**src/rtl/uart_pkg.sv**
```systemverilog
// Shared types and defaults for the UART transmit buffer.
// Holds the byte type, the issue FSM state encoding and the default FIFO depth.
package uart_pkg;

  typedef logic [7:0] uart_byte_t;

  typedef enum logic [1:0] {
    IDLE,
    ISSUE,
    WAIT_BUSY,
    WAIT_DONE
  } tx_fifo_state_e;

  localparam int UART_TX_FIFO_DEPTH_DEFAULT = 16;

endpackage

```
**src/rtl/sync_fifo_mem.sv**
```systemverilog
// DEPTH x 8 register array with wrapping write and read pointers.
// Occupancy is tracked by the owner; this block only stores bytes and
// presents the entry at the read pointer combinationally.
module sync_fifo_mem import uart_pkg::*; #(
  parameter int DEPTH  = UART_TX_FIFO_DEPTH_DEFAULT,
  parameter int ADDR_W = $clog2(DEPTH)
) (
  input  logic       clk,
  input  logic       reset,
  input  logic       wr_en,
  input  logic [7:0] wr_data,
  input  logic       rd_en,
  input  logic       clear,
  output logic [7:0] rd_data
);

  uart_byte_t        mem [DEPTH];
  logic [ADDR_W-1:0] wr_ptr;
  logic [ADDR_W-1:0] rd_ptr;

  // Storage: entries are only meaningful between the pointers, so no reset.
  always_ff @(posedge clk) begin
    if (wr_en) mem[wr_ptr] <= wr_data;
  end

  // Pointers: a clear drops everything queued by catching the reader up.
  always_ff @(posedge clk) begin
    if (!reset) begin
      wr_ptr <= '0;
      rd_ptr <= '0;
    end else if (clear) begin
      rd_ptr <= wr_ptr;
    end else begin
      if (wr_en) wr_ptr <= wr_ptr + ADDR_W'(1);
      if (rd_en) rd_ptr <= rd_ptr + ADDR_W'(1);
    end
  end

  assign rd_data = mem[rd_ptr];

endmodule

```
**src/rtl/uart_tx_fifo.sv**
```systemverilog
// Byte FIFO plus issue controller feeding a UART transmitter.
// Bytes arrive on a valid/ready port and leave one at a time as a single
// uart_tx_en pulse, paced by uart_tx_busy.
// Optional macro UART_TX_FIFO_FLUSH_EN adds a 'flush' input that discards
// all queued bytes without disturbing a transfer already handed to the UART.
module uart_tx_fifo import uart_pkg::*; #(
  parameter  int DEPTH  = UART_TX_FIFO_DEPTH_DEFAULT,
  localparam int ADDR_W = $clog2(DEPTH)
) (
  input  logic            clk,
  input  logic            reset,
  input  logic            in_valid,
  output logic            in_ready,
  input  logic [7:0]      in_data,
  output logic [ADDR_W:0] level,
  output logic            empty,
  output logic            uart_tx_en,
  output logic [7:0]      uart_tx_data,
  input  logic            uart_tx_busy,
  output logic            idle
`ifdef UART_TX_FIFO_FLUSH_EN
  ,
  input  logic            flush
`endif
);

  localparam logic [ADDR_W:0] FULL_LEVEL = (ADDR_W + 1)'(DEPTH);

  tx_fifo_state_e state;
  tx_fifo_state_e state_next;
  logic           flush_req;
  logic           push;
  logic           pop;
  logic           start;
  logic [7:0]     head;
  logic [7:0]     data_q;

`ifdef UART_TX_FIFO_FLUSH_EN
  assign flush_req = flush;
`else
  assign flush_req = 1'b0;
`endif

  // Ready depends only on the registered level, so a same-cycle pop never
  // opens the door while full.
  assign in_ready = (level != FULL_LEVEL);
  assign empty    = (level == '0);
  assign push     = in_valid && in_ready && !flush_req;
  assign pop      = (state == ISSUE);
  assign start    = (state == IDLE) && (state_next == ISSUE);

  sync_fifo_mem #(
    .DEPTH  (DEPTH),
    .ADDR_W (ADDR_W)
  ) u_mem (
    .clk     (clk),
    .reset   (reset),
    .wr_en   (push),
    .wr_data (in_data),
    .rd_en   (pop),
    .clear   (flush_req),
    .rd_data (head)
  );

  // Occupancy: push and pop in the same cycle cancel out.
  always_ff @(posedge clk) begin
    if (!reset || flush_req) begin
      level <= '0;
    end else if (push && !pop) begin
      level <= level + (ADDR_W + 1)'(1);
    end else if (pop && !push) begin
      level <= level - (ADDR_W + 1)'(1);
    end
  end

  // Issue FSM state register.
  always_ff @(posedge clk) begin
    if (!reset) state <= IDLE;
    else        state <= state_next;
  end

  // Next-state: issue only when the UART is free, then follow one full busy window.
  always_comb begin
    state_next = state;
    unique case (state)
      IDLE:      if (!empty && !uart_tx_busy && !flush_req) state_next = ISSUE;
      ISSUE:     state_next = uart_tx_busy ? WAIT_DONE : WAIT_BUSY;
      WAIT_BUSY: if (uart_tx_busy)  state_next = WAIT_DONE;
      WAIT_DONE: if (!uart_tx_busy) state_next = IDLE;
      default:   state_next = IDLE;
    endcase
  end

  // Capture the head byte as the FSM enters ISSUE; it is held until the next issue.
  always_ff @(posedge clk) begin
    if (!reset)     data_q <= 8'h00;
    else if (start) data_q <= head;
  end

  assign uart_tx_en   = (state == ISSUE);
  assign uart_tx_data = data_q;
  assign idle         = empty && (state == IDLE) && !uart_tx_busy;

endmodule

```
**config.mk**
```make
export PLATFORM = sky130hd
export DESIGN_NAME = uart_tx_fifo
export DESIGN_NICKNAME = d
export VERILOG_FILES = /design/src/rtl/uart_pkg.sv /design/src/rtl/sync_fifo_mem.sv /design/src/rtl/uart_tx_fifo.sv
export SDC_FILE = /design/constraint.sdc
export NUM_CORES = 1
export LEC_CHECK = 0
export CORE_UTILIZATION = 59
export CTS_CLUSTER_SIZE = 24
export DETAILED_ROUTE_END_ITERATION = 7
export PLACE_DENSITY_LB_ADDON = 0.08
export SLEW_MARGIN = 20
export SYNTH_ARGS = -nofsm -noshare
export SYNTH_HDL_FRONTEND = slang
export SYNTH_SLANG_ARGS = --single-unit
```
**constraint.sdc**
```tcl
create_clock -name clk -period 2.9 [get_ports clk]
set_input_delay 0.58 -clock clk [delete_from_list [all_inputs] [get_ports clk]]
set_output_delay 0.58 -clock clk [all_outputs]
set_load 0.02 [all_outputs]
```
After elaboration in Yosys (flattened, before gate mapping)
Memory sizes are Yosys's and may differ from the RTL's. A register that Yosys moved wholly into a read port is not among the register bits.
Index checks and enable logic that the tools add are counted.
{"block": "totals", "regBits": 15, "mem_count": 1, "elab_cells": 38, "output_inout_bits": 17, "in_bits": 12, "mem_bits_rw": 128}
{"block": "op_classes", "reduce_logical": 15, "muxes": 9, "add_sub_neg": 4, "n_eq_ne": 5}
{"memory": "u_mem.mem", "depth": 16, "width": 8, "rd": 1, "rd_ports_with_merged_regs": 1, "wr": 1, "line_no": "sync_fifo_mem.sv:17", "rtl": "uart_byte_t mem [DEPTH];"}
{"op": "$mux 5", "n": 2}
{"op": "$add 4x1->4 const B", "n": 2}
{"op": "$pmux 2 s4", "n": 1}
{"op": "$logic_and 1x1->1", "n": 7}
{"op": "$mux 2", "n": 3}
{"op": "$add 5x1->5 const B", "n": 1}
{"op": "$logic_not 1->1", "n": 5}
{"op": "$logic_not 5->1", "n": 1}
{"op": "$ne 5x5->1 const B", "n": 1}
{"op": "$sub 5x1->5 const B", "n": 1}
{"op": "$eq 2x1->1 const B", "n": 2}
{"op": "$eq 2x2->1 const B", "n": 2}
{"op": "$mux 1", "n": 3}
{"op": "$logic_not 2->1", "n": 1}
{"op": "$reduce_bool 2->1", "n": 1}

Depth between registers and ports, before layout
{"block": "depth", "ltp_word": 7, "depth_mapped": 10, "ltp_nobuf": 9}

Cells and area by module
Synthesis repeated with hierarchy kept, for this count alone.
{"block": "hier_totals", "cells_unflattened": 350, "area_unflattened_um2": 6294.8}
{"module": "sync_fifo_mem", "area_per_inst_um2": 5520.3, "instances": 1, "seq_area_each_um2": 4083.9, "cells_per_inst": 272}
{"module": "uart_tx_fifo", "area_per_inst_um2": 774.5, "instances": 1, "seq_area_each_um2": 300.3, "cells_per_inst": 78}

Worst setup path after synthesis
No wires, ideal clock.
{"block": "synth_path", "path_kind": "register to register", "startpoint": "reg level[0]", "endpoint": "reg level[4]", "stages_incl_launch_ff": 10, "arrival_time_ns": 2.374, "required_time_ns": 2.828, "synth_period_minus_slack_ns": 2.446, "slack_ns": 0.454, "path_buffers": 0, "cell_sequence": "dfxtp_1 > nor4_2 > a21boi_2 > ha_1 > inv_1 > fa_1 > a21o_1 > a21oi_1 > mux2i_1 > mux2i_1"}
{"block": "synth_between", "elab_chain_len": 5}
{"element": "start: declaration", "line_no": "uart_tx_fifo.sv:15", "rtl": "output logic [ADDR_W:0] level,"}
{"element": "start signal: assignment", "line_no": "uart_tx_fifo.sv:70", "rtl": "level <= level + (ADDR_W + 1)'(1);"}
{"element": "start signal: assignment", "line_no": "uart_tx_fifo.sv:72", "rtl": "level <= level - (ADDR_W + 1)'(1);"}
{"element": "$ne 5x5->1 (*)", "line_no": "uart_tx_fifo.sv:46", "rtl": "assign in_ready = (level != FULL_LEVEL);"}
{"element": "$logic_and 1x1->1 (*)", "line_no": "uart_tx_fifo.sv:48", "rtl": "assign push = in_valid && in_ready && !flush_req;"}
{"element": "net push", "line_no": "uart_tx_fifo.sv:32", "rtl": "logic push;"}
{"element": "$logic_not 1->1", "line_no": "uart_tx_fifo.sv:71", "rtl": "end else if (pop && !push) begin"}
{"element": "$logic_and 1x1->1", "line_no": "uart_tx_fifo.sv:71"}
{"element": "$reduce_bool 2->1 (no source line)"}
Mark *: on every way through the listed nets, which the timed path passes. The rest lies on a longest branch. The select of a mux whose other input is x is not followed.
A chain may end at the register's enable or synchronous reset.

Final worst setup path
{"block": "layout_path", "startpoint": "reg level[0]", "endpoint": "out idle"}
{"block": "layout_between", "elab_chain_len": 3}
{"element": "$logic_not 5->1", "line_no": "uart_tx_fifo.sv:47", "rtl": "assign empty = (level == '0);"}
{"element": "$logic_and 1x1->1 (2 in series)", "line_no": "uart_tx_fifo.sv:102", "rtl": "assign idle = empty && (state == IDLE) && !uart_tx_busy;"}
{"element": "end: declaration", "line_no": "uart_tx_fifo.sv:20", "rtl": "output logic idle"}
Every way passes these cells.

==> results.yml <==
clock_tree:
  cts_setup_buffers: 0
  cts_resized: 0
  clk_path_buf_depth: 2
  cts_buffers: 17
  cts_tree: "yes"
  cts_hold_buf: 0
  clk_pin_slew_ps: 60
  h-tree-depth: 4
  cts_root_buffer: "clkbuf_8"
  cts.sinks: 151
  worstSkewPairLatency_ps: 520
timing:
  maxSlewViolCount: 0
  hold_viol_final: 0
  fin_hold_ws_ps: 490.5
  fmax_ghz: 0.3713
  slew_headroom: 0.4052
  rsz0062_at_grt: "no"
  worst_pin_slew_ps: 891.0
  skew_ps: 9.239
  post-route-period-util: 0.9288
  finalCriticalPeriod_ps: 2693
  fin_ws_ps: 206.6
  setup_viol: 0
  setup-tns-final_ps: 0
synthesis:
  seq_area_frac_synth: 0.7106
  ys_types: 37
  ys_ff_latch: 151
  syn_nets: 356
  synth_cells: 334
  yosysWarnings: 0
  syn_avg_cell_area_um2: 18.13
  syn-cell-area_um2: 6057
drt:
  drc: 0
  wl_mm: 11.56
  avgViaCountPerCell: 5.933
  drt-initial-drc-count: 194
  wl_per_cell_um: 21.57
  ant_nets: 0
  dr.pass1.iters: 5
  vias: 3180
floorplanning:
  dieArea_um2: 10680
  rows: 36
  core_um2: 9864
  die_w_um: 103.3
  initial_core_util: 0.6140
  ios: 29
  die_h_um: 103.3
placement:
  dp_hpwl_mm: 7.469
  numPortBuffers: 28
  gpl.final_weighted_congestion: 0.8270
  dp_cells: 504
  place_ws_ps: 49.61
finish:
  instances_no_fill: 536
  multi_input_area_um2: 1662
  fin_nets: 412
  regArea_um2: 4305
  drive_gt1_frac: 0.2357
  nFillCells: 577
  syn2layout_area_growth_pct: 19.58
  layout_common_cells: "128 x edfxtp_1, 31 x mux4_2, 27 x clkdlybuf4s50_1"
  layout_commonest_cell: "edfxtp_1"
  antenna_cells: 0
power_and_ir_drop:
  p_per_area_nw_per_um2: 827.9
  p_leak_nw: 2.408
  ir_worst_vdd_mv: 1.045
run:
  drv_cap: 0
global_route:
  grt_max_degree: 26
  grt_pass1_vias: 3136
  grt_overflow_total: 0
  grt_usage: 0.2461
  grt_antenna_before_repair: 0
  grt_first_pass_wirelength_mm: 17.71
outcome:
  status: "complete, no violations"
critical_path:
  crit_required_ps: 2320
  start_kind: "flop"
  crit_type: "reg2out"
  crit_fanout: 6
  cp-end-kind: "output pin"
  cp.arrival_ps: 2110
min_path:
  hp-class: "reg2reg"
[metrics by stage]
| step | cell area (um^2) | utilization | power (mW) |
|---|---|---|---|
| global placement | 6648 | 0.6739 | 3.842 |
| detailed placement | 6648 | 0.6739 | 3.881 |
| CTS | 7232 | 0.7331 | 6.030 |
| global route | 7243 | 0.7343 | 6.238 |
| floorplan | 6057 | - | 3.422 |
| finish | 7243 | 0.7343 | 5.997 |
[flip-flops by register name, summed over array words and instances (netlist names)]
| name | flops |
|---|---|
| uart_tx_data | 8 |
| u_mem.rd_ptr | 4 |
| u_mem.wr_ptr | 4 |
| u_mem.mem | 128 |
| state | 2 |
| level | 5 |
[cell type report]
| cell class | instances | share of cell area |
|---|---|---|
| sequential | 151 | 0.5944 |
| multi-input combinational | 160 | 0.2294 |
| timing repair buffer | 54 | 0.06944 |
| clock buffer | 17 | 0.05718 |
| clock inverter | 15 | 0.02349 |
| tap | 133 | 0.02297 |
| inverter | 6 | 0.003109 |
[final timing paths]
| path | slack (ps) | cells past startpoint | endpoint | startpoint |
|---|---|---|---|---|
| min reg2reg | 490 | 2 | uart_tx_data[5]$_SDFFE_PN0P_ | uart_tx_data[5]$_SDFFE_PN0P_ |
| max | 210 | 3 | idle | level[0]$_SDFFE_PN0P_ |
| max reg2reg | 480 | 9 | level[4]$_SDFFE_PN0P_ | level[0]$_SDFFE_PN0P_ |
| min | 490 | 2 | uart_tx_data[5]$_SDFFE_PN0P_ | uart_tx_data[5]$_SDFFE_PN0P_ |
[critical path, cell delays in order (launching register included)]
cell and delay (ps):
dfxtp_1 400, nor4_4 400, and3_1 200, clkdlybuf4s50_1 590
[routing by layer]
layer,wire (um),up-vias,global-route usage,share of wire
li1,-,1438,-,-
met2,5927,104,0.4031,0.51
met5,0,-,0,0
met4,242,0,0.1181,0.021
met1,4831,1622,0.3173,0.42
met3,559,16,0.05376,0.048
[report_power, final]
| part | switching (mW) | leakage, nW | internal [mW] | total [mW] |
|---|---|---|---|---|
| clock | 0.902 | 0.286 | 1.25 | 2.15 |
| sequential | 0.154 | 1.34 | 2.50 | 2.65 |
| combinational | 0.619 | 0.778 | 0.577 | 1.20 |
| total | 1.68 | 2.41 | 4.32 | 6.00 |
[cell families after synthesis]
| logic type | count (synthesis) | share of synthesized area |
|---|---|---|
| buf+inv | 23 | 0.01652 |
| mux | 53 | 0.1518 |
| compound gates | 26 | 0.03326 |
| fa+ha+maj | 10 | 0.02190 |
| flops | 151 | 0.7106 |
| simple gates | 62 | 0.05288 |
| xor+xnor | 9 | 0.01301 |
[Yosys cell counts (all sizes together)]
| cell type | n | area, um^2 |
|---|---|---|
| nor3 | 5 | 25.02 |
| nand3 | 9 | 45.04 |
| fa | 1 | 20.02 |
| a21o | 2 | 15.01 |
| nand4 | 1 | 6.260 |
| mux2i | 21 | 210.2 |
| buf | 8 | 43.78 |
| a21boi | 3 | 26.27 |
| mux4 | 31 | 698.2 |
| xor2 | 2 | 17.52 |
| or4 | 1 | 11.26 |
| nand2b | 4 | 25.02 |
| mux2 | 1 | 11.26 |
| o22ai | 1 | 6.260 |
| ha | 9 | 112.6 |
| nor2b | 5 | 31.28 |
| edfxtp | 128 | 3844 |
| xnor2 | 7 | 61.31 |
| o21ai | 6 | 33.78 |
| o211ai | 2 | 28.78 |
| nor4 | 1 | 12.51 |
| inv | 6 | 22.52 |
| a31oi | 1 | 6.260 |
| clkbuf | 9 | 33.78 |
| a21oi | 3 | 15.01 |
| nand3b | 1 | 7.510 |
| and2 | 8 | 50.05 |
| o221ai | 8 | 70.07 |
| nand2 | 10 | 37.54 |
| and3 | 2 | 12.51 |
| dfxtp | 23 | 460.4 |
| nor2 | 15 | 56.30 |
Note: power is estimated with default switching activity, not from simulation.
